## src/rtl/exec_wb_stage_pkg.sv

```systemverilog
// Shared definitions for the execute/write-back stage: opcode encodings and
// the four-state sequencing used by the top-level FSM.
package exec_wb_stage_pkg;

    localparam logic [2:0] OP_ADD = 3'b000;
    localparam logic [2:0] OP_SUB = 3'b001;
    localparam logic [2:0] OP_AND = 3'b010;
    localparam logic [2:0] OP_OR  = 3'b011;
    localparam logic [2:0] OP_XOR = 3'b100;
    localparam logic [2:0] OP_NOT = 3'b101;
    localparam logic [2:0] OP_MOV = 3'b110;
    localparam logic [2:0] OP_CMP = 3'b111;

    typedef enum logic [1:0] {
        S_IDLE = 2'd0,
        S_READ = 2'd1,
        S_EXEC = 2'd2,
        S_WB   = 2'd3
    } state_t;

endpackage

```

## src/rtl/exec_wb_stage_alu8.sv

```systemverilog
// Combinational ALU for the execute stage; carry doubles as the borrow flag
// for SUB/CMP and is cleared for all logical ops.
module alu8
    import exec_wb_stage_pkg::*;
#(
    parameter int WIDTH = 8
) (
    input  logic [2:0]       op,
    input  logic [WIDTH-1:0] a,
    input  logic [WIDTH-1:0] b,
    output logic [WIDTH-1:0] res,
    output logic             c
);

    logic [WIDTH:0] sum;
    logic [WIDTH:0] diff;

    // One extra bit on each arithmetic path captures carry-out / borrow.
    always_comb begin
        sum  = {1'b0, a} + {1'b0, b};
        diff = {1'b0, a} - {1'b0, b};
        res  = '0;
        c    = 1'b0;
        case (op)
            OP_ADD: {c, res} = sum;
            OP_SUB: {c, res} = diff;
            OP_AND: res = a & b;
            OP_OR:  res = a | b;
            OP_XOR: res = a ^ b;
            OP_NOT: res = ~a;
            OP_MOV: res = b;
            OP_CMP: {c, res} = diff;
            default: res = '0;
        endcase
    end

endmodule

```

## src/rtl/exec_wb_stage.sv

```systemverilog
// Multicycle execute/write-back stage: accepts one ALU instruction, reads its
// operands from the register file, computes, and writes the result back.
module exec_wb_stage
    import exec_wb_stage_pkg::*;
#(
    parameter int WIDTH = 8,
    parameter int AW    = 4
) (
    input  logic             clk,
    input  logic             reset,
    input  logic             in_valid,
    output logic             in_ready,
    input  logic [2:0]       in_op,
    input  logic [AW-1:0]    in_rd,
    input  logic [AW-1:0]    in_rs1,
    input  logic [AW-1:0]    in_rs2,
    input  logic [WIDTH-1:0] in_imm,
    input  logic             in_use_imm,
    output logic [AW-1:0]    ra1,
    output logic [AW-1:0]    ra2,
    input  logic [WIDTH-1:0] rd1,
    input  logic [WIDTH-1:0] rd2,
    output logic [AW-1:0]    wa3,
    output logic [WIDTH-1:0] wd3,
    output logic             we,
    output logic             flag_z,
    output logic             flag_c,
    output logic             done
);

    state_t           state;
    logic [2:0]       op_lat;
    logic [AW-1:0]    rd_lat;
    logic [WIDTH-1:0] imm_lat;
    logic             use_imm_lat;
    logic [WIDTH-1:0] opa;
    logic [WIDTH-1:0] opb;
    logic [WIDTH-1:0] res;
    logic [WIDTH-1:0] alu_res;
    logic             alu_c;

    alu8 #(.WIDTH(WIDTH)) u_alu (
        .op  (op_lat),
        .a   (opa),
        .b   (opb),
        .res (alu_res),
        .c   (alu_c)
    );

    // Instruction fields are captured only on the accept edge, so upstream
    // may change in_* freely while an instruction is in flight.
    always_ff @(posedge clk or posedge reset) begin
        if (reset) begin
            state       <= S_IDLE;
            op_lat      <= '0;
            rd_lat      <= '0;
            imm_lat     <= '0;
            use_imm_lat <= 1'b0;
            ra1         <= '0;
            ra2         <= '0;
            opa         <= '0;
            opb         <= '0;
            res         <= '0;
            flag_z      <= 1'b0;
            flag_c      <= 1'b0;
        end else begin
            case (state)
                S_IDLE: begin
                    if (in_valid) begin
                        op_lat      <= in_op;
                        rd_lat      <= in_rd;
                        imm_lat     <= in_imm;
                        use_imm_lat <= in_use_imm;
                        ra1         <= in_rs1;
                        ra2         <= in_rs2;
                        state       <= S_READ;
                    end
                end
                S_READ: begin
                    opa   <= rd1;
                    opb   <= use_imm_lat ? imm_lat : rd2;
                    state <= S_EXEC;
                end
                S_EXEC: begin
                    res    <= alu_res;
                    flag_z <= (alu_res == '0);
                    flag_c <= alu_c;
                    state  <= S_WB;
                end
                S_WB: begin
                    state <= S_IDLE;
                end
                default: state <= S_IDLE;
            endcase
        end
    end

    // Write-port controls decode straight from state so an async reset
    // drops we/done in the same instant.
    assign in_ready = (state == S_IDLE);
    assign done     = (state == S_WB);
    assign we       = (state == S_WB) && (op_lat != OP_CMP);
    assign wa3      = rd_lat;
    assign wd3      = res;

endmodule
```

## config.mk

```make
export PLATFORM = sky130hd
export DESIGN_NAME = exec_wb_stage
export DESIGN_NICKNAME = d
export VERILOG_FILES = /design/src/rtl/exec_wb_stage_pkg.sv /design/src/rtl/exec_wb_stage_alu8.sv /design/src/rtl/exec_wb_stage.sv
export SDC_FILE = /design/constraint.sdc
export NUM_CORES = 1
export LEC_CHECK = 0
export ABC_AREA = 1
export ABC_CLOCK_PERIOD_IN_PS = 1960
export CAP_MARGIN = 20
export CORE_UTILIZATION = 50
export CTS_CLUSTER_SIZE = 10
export DETAILED_ROUTE_END_ITERATION = 16
export PLACE_DENSITY = 0.78
export SLEW_MARGIN = 20
export SYNTH_ARGS = -nofsm -noshare
export SYNTH_HDL_FRONTEND = slang
export SYNTH_SLANG_ARGS = --single-unit
```

## constraint.sdc

```tcl
create_clock -name clk -period 1.96 [get_ports clk]
set_input_delay 0.392 -clock clk [delete_from_list [all_inputs] [get_ports clk]]
set_output_delay 0.392 -clock clk [all_outputs]
set_load 0.01 [all_outputs]
```

==> flow_summary.toml <==
[layout]
areaGrowthSynthToFinish_pct = 31.57
layout-drive-gt1-share_pct = 18.84
antenna_cells = 0
n_fill_cell = 527
final_area_sq_mm = 0.004453
fin_nets = 571

[clock_network]
htreeDepth = 2
insertion_delay_ps = 310
cts_root_buf = "clkbuf_8"
clock_path_buffers = 2
clk_pin_slew_worst_paths_ps = 100
cts_sinks = 52
cts_tree = "built"
cts_buffers = 5

[logic_synthesis]
syn_inst = 410
synth.top_cell.area_share_pct = 38.45
yosysWarnings = 0
syn-cell-area_sq_mm = 0.003384
yosys.area.top_type = "dfrtp_1"
async_flop_share_pct = 100.0
yosysUniqueCellTypes = 39
synth.area.top_cells = "dfrtp_1, ha_1, nand2_1, mux2_2, inv_1"
synthesis.area_per_instance_sq_um = 8.255
syn_nets = 483
synth_edf_count = 0
synth_flop_cell = "dfrtp_1"
ys_seq_area_share_pct = 38.45
synth_seq_cells = 52

[min_path]
min_path_type = "input port to asynchronous set/reset pin"

[die]
die_area_sq_mm = 0.007102
core_area_sq_mm = 0.006459
ios = 68
rows = 29
die_x_um = 84.28
fp.dieH_um = 84.28
start_util_pct = 52.40

[global_route]
antenna_found_initial = 0
grt_pass1_wl_mm = 14.50
grt_max_degree = 31
grtUsageTotal_pct = 25.82
grt_pass1_vias = 3047
grt-ovfl-total = 0

[status]
violations = "design-rule violations, negative setup slack"
status = "finished with violations"

[placement]
dpl_cell_area_sq_mm = 0.004248
portBuffers = 67
hpwl_mm = 6.921
gp_congestion = 0.9130

[timing]
setup_violations = 1
finalMaxSlewViolations = 0
tightest_slew_ps = 398.5
fin_crit_sh_pct = 101.3
slew_headroom_pct = 73.40
skew_ps = 3.913
max_freq_mhz = 503.8
hold_slack_ps = 458.8
hold_violations = 0
setup_tns_ps = -24.86
worst_slack_ps = -24.86
final.min_clock_period_ps = 1985
grt_setup_unrepaired = "yes"

[power]
irDropWorstVdd_uv = 917.3
p_leak_nw = 2.128
cellPowerDensity_mw_per_mm2 = 1815
power.total_w = 0.008083

[drt]
routed_wl_mm = 8.939
route.vias.total = 3101
drt-initial-drc-count = 234
wl_per_cell_um = 15.52
drc = 4
vias_per_cell = 5.384
drt-pass1-iter-count = 11
ant_nets = 0

[setup_path]
critPathCaptureType = "output port"
required_ps = 1570
startpoint_type = "register"
path_delay_family = "buffers and inverters"
critPathMaxStageDelay_ps = 570
critPathSlowestCell = "clkdlybuf4s50_1"
cp_max_fo = 4
worstPathArrival_ps = 1590
path_buf_inv = 2
crit_type = "register to output port"
reg2reg_slack_ps = 60
path_cells = "nand3_4 -> nand2_1 -> inv_1 -> clkdlybuf4s50_1"

[job]
cap_violations = 0
## worst register-to-register path, delay by kind of cell, from the launching register on
family                     cells  cell delay, ps
AOI/OAI and AO/OA              1             120
adders and majority gates      2             740
buffers and inverters          1              40
DFF                            1             440
and+or+nand+nor                6             520
## layer usage
layer,track usage (%),vias up,part of all wire (%)
met4,4.859,0,0.93
li1,-,1524,-
met1,35.02,1451,45
met3,4.228,10,5.4
met2,44.04,116,49
met5,0,-,0
## area by class of cell
class / count / area [sq um] / area share, %
Clock buffer: 6 / 72.57 / 1.630
Clock inverter: 2 / 17.52 / 0.3934
Inverter: 54 / 202.7 / 4.552
Multi-Input combinational cell: 291 / 1873 / 42.06
Sequential cell: 52 / 1306 / 29.33
Tap cell: 77 / 96.34 / 2.164
Timing Repair Buffer: 94 / 884.6 / 19.87
## kinds of logic (layout without fill, tap and decap cells)
| logic type | Yosys count | count (layout) | synth area share (%) |
|---|---|---|---|
| compound gates | 73 | 73 | 12.46 |
| xor+xnor | 1 | 1 | 0.2588 |
| fa+ha+maj | 30 | 30 | 11.53 |
| buf+inv | 67 | 156 | 8.392 |
| flops | 52 | 52 | 38.45 |
| mux | 20 | 20 | 6.654 |
| simple gates | 167 | 167 | 22.26 |
## layout by cell type, fill, tap and decap left out, types with 3 or more instances in the layout
cell	count
a21oi_1	17
buf_4	26
clkbuf_8	5
clkdlybuf4s50_1	66
dfrtp_1	48
dfrtp_2	4
ha_1	21
ha_2	4
ha_4	3
inv_1	42
inv_2	11
mux2_2	20
nand2_1	86
nand3_1	26
nand3_2	4
nand4_1	10
nor2_1	31
o21ai_0	28
o21ai_1	3
o22ai_1	12
## sequential cells by signal, summed over array words and instances, names as in the netlist
name,flops
flag_c,1
flag_z,1
imm_lat,8
op_lat,3
opa,8
opb,8
ra1,4
ra2,4
state,2
use_imm_lat,1
wa3,4
wd3,8
## what timing repair did
action,in CTS,in global routing
setup endpoints to repair,3,8
pin swaps,0,2
resized for setup,7,18
setup buffers,0,5
gates cloned,0,0
hold buffers,0,0
## stage by stage
stage	cells	worst slack (ps)	util [%]
2_1_floorplan	410	236.4	-
3_3_place_gp	563	53.50	65.77
3_5_place_dp	563	10.58	65.77
4_1_cts	571	7.540	67.45
5_1_grt	576	-57.05	68.95
6_report	576	-24.86	68.95
## Yosys cell counts (2+ instances only)
cell type,number
buf_6,3
mux2_2,20
o22ai_1,12
nor2_4,2
ha_1,28
nand2_1,86
fa_1,2
inv_1,47
buf_2,5
o21ai_0,28
nand3_2,3
clkbuf_1,4
o21bai_1,2
nand4_1,10
a21oi_1,18
dfrtp_1,52
nor2_2,2
nand3_1,28
nor2_1,31
inv_2,6
o21ai_1,3
## where the power goes
part | internal (W) | switching, W
clock | 0.000263 | 0.000396
sequential | 0.00161 | 0.000372
combinational | 0.00238 | 0.00306
total | 0.00425 | 0.00383
## path summary, 6_finish.rpt
check,from,endpoint,cells past startpoint
setup / recovery,op_lat[1]$_DFFE_PP0P_,we,4
setup reg to reg,opb[0]$_DFFE_PP0N_,flag_z$_DFFE_PP0P_,10
hold reg to reg,flag_c$_DFFE_PP0P_,flag_c$_DFFE_PP0P_,2
hold / removal,reset,imm_lat[7]$_DFFE_PP0P_,3
min in group clk,flag_c$_DFFE_PP0P_,flag_c$_DFFE_PP0P_,2
max in group asynchronous,reset,opa[1]$_DFFE_PP0N_,3
Power figures use the tool's default switching activity.
